`src/rtl/mul_div_unit_pkg.sv`:
```
// Shared definitions for the iterative multiply/divide unit: funct codes,
// datapath step mode and the operation decode helpers.
package mul_div_unit_pkg;

  localparam int FUNCT_W = 6;
  typedef logic [FUNCT_W-1:0] funct_t;

  localparam funct_t FUNCT_MULT  = 6'h18;
  localparam funct_t FUNCT_MULTU = 6'h19;
  localparam funct_t FUNCT_DIV   = 6'h1a;
  localparam funct_t FUNCT_DIVU  = 6'h1b;

  typedef enum logic {MODE_MUL, MODE_DIV} step_mode_e;

  function automatic logic funct_ok(input funct_t f);
    return (f == FUNCT_MULT) || (f == FUNCT_MULTU) || (f == FUNCT_DIV) || (f == FUNCT_DIVU);
  endfunction

  function automatic logic funct_signed(input funct_t f);
    return (f == FUNCT_MULT) || (f == FUNCT_DIV);
  endfunction

  function automatic logic funct_div(input funct_t f);
    return (f == FUNCT_DIV) || (f == FUNCT_DIVU);
  endfunction

endpackage

```
`src/rtl/mul_div_unit_if.sv`:
```
// EX-stage handshake and HI/LO access bundle for mul_div_unit.
interface mul_div_unit_if #(parameter int DATA_WIDTH = 32);
  import mul_div_unit_pkg::*;

  logic                  start;
  funct_t                funct;
  logic [DATA_WIDTH-1:0] operand_1;
  logic [DATA_WIDTH-1:0] operand_2;
  logic                  flush;
  logic [1:0]            hilo_we;
  logic [DATA_WIDTH-1:0] hilo_wdata;
  logic                  busy;
  logic                  done;
  logic [DATA_WIDTH-1:0] hi;
  logic [DATA_WIDTH-1:0] lo;

  modport master (
    output start, funct, operand_1, operand_2, flush, hilo_we, hilo_wdata,
    input  busy, done, hi, lo
  );

  modport slave (
    input  start, funct, operand_1, operand_2, flush, hilo_we, hilo_wdata,
    output busy, done, hi, lo
  );
endinterface

```
`src/rtl/mul_div_unit_step.sv`:
```
// One combinational iteration: radix-2 shift-add multiply or restoring divide.
// For divide the quotient bit is returned separately; acc_next carries a 0 in its LSB.
module muldiv_step
  import mul_div_unit_pkg::*;
#(
  parameter int W = 32
) (
  input  step_mode_e     mode,
  input  logic [2*W-1:0] acc,
  input  logic [W-1:0]   operand,
  output logic [2*W-1:0] acc_next,
  output logic           q_bit
);

  logic [W:0]   sum;
  logic [W:0]   part;
  logic [W-1:0] diff;

  always_comb begin
    sum   = {1'b0, acc[2*W-1:W]} + {1'b0, (acc[0] ? operand : {W{1'b0}})};
    // Partial remainder is W+1 bits wide; when it fits the divisor the
    // difference is always smaller than the divisor, so W bits suffice.
    part  = {acc[2*W-1:W], acc[W-1]};
    diff  = part[W-1:0] - operand;
    q_bit = (mode == MODE_DIV) && (part >= {1'b0, operand});
    if (mode == MODE_MUL)
      acc_next = {sum, acc[W-1:1]};
    else
      acc_next = {(q_bit ? diff : part[W-1:0]), acc[W-2:0], 1'b0};
  end

endmodule

```
`src/rtl/mul_div_unit.sv`:
```
// Iterative MULT/MULTU/DIV/DIVU unit owning HI/LO; start/busy/done handshake,
// W iterations per operation plus a sign-fix cycle and a done cycle.
module mul_div_unit
  import mul_div_unit_pkg::*;
#(
  parameter int DATA_WIDTH = 32,
  parameter int CNT_WIDTH  = $clog2(DATA_WIDTH)
) (
  input  logic           clk,
  input  logic           rst_n,
  mul_div_unit_if.slave  bus
);

  localparam int W = DATA_WIDTH;
  localparam logic [CNT_WIDTH-1:0] CNT_LAST = CNT_WIDTH'(W - 1);

  typedef enum logic [1:0] {S_IDLE, S_CALC, S_FIX, S_DONE} state_e;

  state_e               state;
  logic [CNT_WIDTH-1:0] cnt;
  logic                 is_div, is_signed, sign_1, sign_2, div_zero;
  logic [W-1:0]         operand, raw_1;
  logic [2*W-1:0]       acc, step_acc;
  logic                 q_bit;
  logic                 busy, done;
  logic [W-1:0]         hi, lo;

  logic                 accept, sgn_in;
  logic [W-1:0]         mag_1, mag_2;
  logic [2*W-1:0]       prod_fix;
  logic [W-1:0]         quo_fix, rem_fix;

  assign accept = (state == S_IDLE) && bus.start && !bus.flush && funct_ok(bus.funct);
  assign sgn_in = funct_signed(bus.funct);
  assign mag_1  = (sgn_in && bus.operand_1[W-1]) ? -bus.operand_1 : bus.operand_1;
  assign mag_2  = (sgn_in && bus.operand_2[W-1]) ? -bus.operand_2 : bus.operand_2;

  muldiv_step #(.W(W)) u_step (
    .mode     (is_div ? MODE_DIV : MODE_MUL),
    .acc      (acc),
    .operand  (operand),
    .acc_next (step_acc),
    .q_bit    (q_bit)
  );

  // Quotient takes the XOR of the signs; remainder follows the dividend.
  always_comb begin
    prod_fix = (is_signed && (sign_1 ^ sign_2)) ? -acc : acc;
    quo_fix  = (is_signed && (sign_1 ^ sign_2)) ? -acc[W-1:0] : acc[W-1:0];
    rem_fix  = (is_signed && sign_1) ? -acc[2*W-1:W] : acc[2*W-1:W];
  end

  always_ff @(posedge clk) begin
    if (!rst_n) begin
      state <= S_IDLE;
      cnt   <= '0;
      busy  <= 1'b0;
      done  <= 1'b0;
      hi    <= '0;
      lo    <= '0;
    end else if (state != S_IDLE && bus.flush) begin
      state <= S_IDLE;
      busy  <= 1'b0;
      done  <= 1'b0;
    end else begin
      done <= 1'b0;
      unique case (state)
        S_IDLE: begin
          if (accept) begin
            is_div    <= funct_div(bus.funct);
            is_signed <= sgn_in;
            sign_1    <= bus.operand_1[W-1];
            sign_2    <= bus.operand_2[W-1];
            div_zero  <= (bus.operand_2 == '0);
            raw_1     <= bus.operand_1;
            // Multiply shifts the multiplier out of the low half; divide
            // shifts the dividend out of it.
            acc       <= {{W{1'b0}}, (funct_div(bus.funct) ? mag_1 : mag_2)};
            operand   <= funct_div(bus.funct) ? mag_2 : mag_1;
            cnt       <= '0;
            busy      <= 1'b1;
            state     <= S_CALC;
          end else begin
            if (bus.hilo_we[1]) hi <= bus.hilo_wdata;
            if (bus.hilo_we[0]) lo <= bus.hilo_wdata;
          end
        end
        S_CALC: begin
          acc <= step_acc | {{(2*W-1){1'b0}}, q_bit};
          cnt <= cnt + 1'b1;
          if (cnt == CNT_LAST) state <= S_FIX;
        end
        S_FIX: begin
          if (!is_div) begin
            hi <= prod_fix[2*W-1:W];
            lo <= prod_fix[W-1:0];
          end else if (div_zero) begin
            hi <= raw_1;
            lo <= '1;
          end else begin
            hi <= rem_fix;
            lo <= quo_fix;
          end
          done  <= 1'b1;
          state <= S_DONE;
        end
        S_DONE: begin
          busy  <= 1'b0;
          state <= S_IDLE;
        end
      endcase
    end
  end

  assign bus.busy = busy;
  assign bus.done = done;
  assign bus.hi   = hi;
  assign bus.lo   = lo;

endmodule

```
`src/flat_wrapper.sv`:
```
// flat-port wrapper written by rule: the top's interface ports become plain ports
module mul_div_unit_flat import mul_div_unit_pkg::*;
#(
  parameter int DATA_WIDTH = 32,
  parameter int CNT_WIDTH  = $clog2(DATA_WIDTH)
)
  (clk, rst_n, bus_start, bus_funct, bus_operand_1, bus_operand_2, bus_flush, bus_hilo_we, bus_hilo_wdata, bus_busy, bus_done, bus_hi, bus_lo);
  mul_div_unit_if #(.DATA_WIDTH(DATA_WIDTH)) bus_i ();
  input  logic clk;
  input  logic rst_n;
  input wire logic [$bits(bus_i.start)-1:0] bus_start;
  input wire logic [$bits(bus_i.funct)-1:0] bus_funct;
  input wire logic [$bits(bus_i.operand_1)-1:0] bus_operand_1;
  input wire logic [$bits(bus_i.operand_2)-1:0] bus_operand_2;
  input wire logic [$bits(bus_i.flush)-1:0] bus_flush;
  input wire logic [$bits(bus_i.hilo_we)-1:0] bus_hilo_we;
  input wire logic [$bits(bus_i.hilo_wdata)-1:0] bus_hilo_wdata;
  output wire logic [$bits(bus_i.busy)-1:0] bus_busy;
  output wire logic [$bits(bus_i.done)-1:0] bus_done;
  output wire logic [$bits(bus_i.hi)-1:0] bus_hi;
  output wire logic [$bits(bus_i.lo)-1:0] bus_lo;
  assign bus_i.start = bus_start;
  assign bus_i.funct = bus_funct;
  assign bus_i.operand_1 = bus_operand_1;
  assign bus_i.operand_2 = bus_operand_2;
  assign bus_i.flush = bus_flush;
  assign bus_i.hilo_we = bus_hilo_we;
  assign bus_i.hilo_wdata = bus_hilo_wdata;
  assign bus_busy = bus_i.busy;
  assign bus_done = bus_i.done;
  assign bus_hi = bus_i.hi;
  assign bus_lo = bus_i.lo;
  mul_div_unit #(.DATA_WIDTH(DATA_WIDTH), .CNT_WIDTH(CNT_WIDTH)) u_core (.clk(clk), .rst_n(rst_n), .bus(bus_i));
endmodule
```
`config.mk`:
```
export PLATFORM = sky130hd
export DESIGN_NAME = mul_div_unit_flat
export DESIGN_NICKNAME = d
export VERILOG_FILES = /design/src/rtl/mul_div_unit_pkg.sv /design/src/rtl/mul_div_unit_if.sv /design/src/rtl/mul_div_unit_step.sv /design/src/rtl/mul_div_unit.sv /design/src/flat_wrapper.sv
export SDC_FILE = /design/constraint.sdc
export NUM_CORES = 1
export LEC_CHECK = 0
export CORE_MARGIN = 2
export CORE_UTILIZATION = 53
export CTS_CLUSTER_SIZE = 20
export DETAILED_ROUTE_END_ITERATION = 12
export PLACE_DENSITY = 0.78
export SYNTH_ARGS = -nofsm -noshare
export SYNTH_HDL_FRONTEND = slang
export SYNTH_SLANG_ARGS = --single-unit
export TNS_END_PERCENT = 20
```
`constraint.sdc`:
```
create_clock -name clk -period 5.08 [get_ports clk]
set_input_delay 0.762 -clock clk [delete_from_list [all_inputs] [get_ports clk]]
set_output_delay 0.762 -clock clk [all_outputs]
set_load 0.005 [all_outputs]
```
==> results.cfg <==
[layout]
diodes = 0
fill_cells = 2638
multiInputGateArea_um2 = 10200
final_area_um2 = 19200
layout.area.seq_um2 = 5430
final_nets = 2264
layout-drive-gt1-share = 0.0472
fin_util = 0.630
fin_cells = 2494
synthToLayoutAreaGrowth_pct = 17.3

[hold_path]
hp-class = register to register
holdPathStages = 2

[critical_path]
rr_worst_depth = 15
endpoint_kind = register
worstPathMaxFanout = 18
crit_type = register to register
critPathRequiredTime_ns = 5.35
arrival_ns = 4.71
cp-start-kind = register

[sta]
worst_slew_pin_slew_ns = 1.17
fin_crit_sh = 0.875
final.setup_skew_ns = 0.0261
slew_headroom = 0.217
rsz0062_at_grt = no
holdWs_ns = 0.455
hold_violations = 0
worst_slack_ns = 0.633
drv_slew = 0
setup_violations = 0
fmax_mhz = 225
finalCriticalPeriod_ns = 4.45
fin_tns_setup_ns = 0

[grt]
grt_pass1_wl_mm = 89.4
grt_max_degree = 130
grt_pass1_vias = 15200
grt.overflow.total = 0
grt_use_total = 0.353
antenna_found_initial = 1

[run]
maxCapViolations = 0

[synthesis]
synth_top_area_cell = edfxtp_1
ys_types = 78
synthArstFlopShare = 0
synth_edf_count = 132
synthCells = 1971
synth_flop_cell = edfxtp_1
synth_top_area_frac = 0.243
synth_area_per_cell_um2 = 8.29
ys_ff_latch = 205
synth_area_leaders = edfxtp_1, dfxtp_1, a21oi_1
synth_fp_nets = 2155
synth_area_um2 = 16300
yosysSeqAreaShare = 0.332
ys_warn_count = 0

[cts]
htreeDepth = 1
clk_latency_ns = 0.55
cts-hold-fix-buffers = 0
cts_root_buf = clkbuf_16
clk_path_buf_depth = 3
cts_tree = yes
cts_setup_buffers = 0
numCtsBuffers = 24
cts_sinks = 205
clk_transition_reported_paths_ns = 0.06
cts.repair.resized = 0

[route]
post-route-drc-count = 0
ant_nets = 0
wire_per_inst_um = 23.7
dr.pass1.iters = 8
avgViaCountPerCell = 6.47
dr_total_vias = 16100
drt_iter0_markers = 1903
wirelength_mm = 59.0

[die]
die_y_um = 180
design.core.area_um2 = 30400
die_width_um = 180
dieArea_um2 = 32200
start_util = 0.537
row_count = 64
io_pins = 174

[power_and_ir_drop]
p_sw_mw = 1.30
ir_drop_v = 0.000285
leakage_nw = 7.54
p_total_mw = 4.57
power_frac_seq = 0.422
p_clk_frac = 0.380
p_comb_frac = 0.198
p_sw_frac = 0.285
internal_power_mw = 3.26
powerDensity_nw_per_um2 = 238

[place]
placed_area_um2 = 18400
dpl.cell_count = 2450
pre_cts_slack_ns = 0.732
port_buffers = 173
place_hpwl_mm = 45.2
gp_congestion = 1.02

[status]
status = finished clean
-- synth_stat cells (6+ instances only) --
master / number
nor4_1: 14
mux2_2: 7
o221ai_1: 35
or4_1: 9
o211ai_1: 27
a22o_1: 6
or3_1: 19
o21a_1: 7
o21ai_0: 103
a311oi_1: 9
a31oi_1: 22
a21o_1: 28
nor2b_1: 9
and3_1: 7
a21oi_1: 245
nor3_1: 31
o21bai_1: 6
a211oi_1: 23
nand3_1: 31
edfxtp_1: 132
o41ai_1: 8
mux2i_1: 99
inv_1: 70
clkbuf_1: 97
nor2_1: 195
xnor2_1: 110
xor2_1: 88
dfxtp_1: 73
nand2b_1: 23
nand4_1: 14
o31ai_1: 16
and2_1: 18
nand2_1: 219
buf_1: 12
ha_1: 74
-- flip-flops by register name, summed over array words and instances, names as in the netlist, 2 cells and up --
signal          count
u_core.state        2
u_core.raw_1       32
u_core.operand     32
u_core.acc         64
u_core.bus.hi      32
u_core.bus.lo      32
u_core.cnt          5
-- final timing paths --
| check | slack, ns | endpoint | start |
|---|---|---|---|
| worst max-delay path | 0.63 | u_core.acc[56] | u_core.acc[0] |
| worst max register to register | 0.63 | u_core.acc[56] | u_core.acc[0] |
| worst min register to register | 0.45 | u_core.bus.lo[15] | u_core.bus.lo[15] |
| worst min-delay path | 0.45 | u_core.bus.lo[15] | u_core.bus.lo[15] |
-- power by group through the flow --
stage                     Combinational [mW]  Clock [mW]  Sequential (mW)
after floorplan                        0.448           0             1.96
after global placement                 0.863           0             1.96
after detailed placement               0.881           0             1.96
after CTS                              0.887        1.73             1.93
after global routing                   0.968        1.79             1.94
final                                  0.904        1.73             1.93
-- layer usage --
layer / part of all wire / global-route usage / vias up
met5: 0 / 0 / -
met4: 0.061 / 0.189 / 0
met3: 0.10 / 0.0679 / 181
met2: 0.44 / 0.544 / 917
met1: 0.40 / 0.469 / 7670
li1: - / - / 7364
-- critical path: stages, from the launching register on --
cell	delay, ns
edfxtp_1	0.55
inv_1	0.48
buf_4	0.34
nor2_1	0.07
ha_1	0.35
nand4_1	0.15
or3_1	0.39
nor3_1	0.23
o21ai_0	0.22
a311oi_1	0.60
buf_4	0.24
o21a_1	0.11
nor2_1	0.05
o21bai_1	0.16
xnor2_1	0.14
o22ai_1	0.09
-- kinds of logic (layout without fill, tap and decap cells) --
logic type      Yosys count  in the layout  synth area share
compound gates          580            580             0.219
fa+ha+maj                76             76            0.0591
buf+inv                 190            317            0.0454
simple gates            616            616             0.172
xor+xnor                198            198             0.106
mux                     106            106            0.0655
flops                   205            205             0.332
-- placed cells by master (no fill, tap or decap), drive strengths merged, types with 35 or more instances in the layout --
cell type,count
o221ai,35
xnor2,110
clkbuf,35
a21oi,246
inv,72
clkdlybuf4s50,173
dfxtp,73
mux2i,99
o21ai,106
xor2,88
ha,74
edfxtp,132
nand2,219
nor2,195
-- final cells by class --
cell class                 count  area share
inverter                      72      0.0141
sequential                   205       0.283
tap                          396      0.0259
clock buffer                  35      0.0362
multi-input combinational   1576       0.533
clock inverter                 9     0.00477
timing repair buffer         201       0.103
No activity file was read; power rests on OpenSTA's default activity.
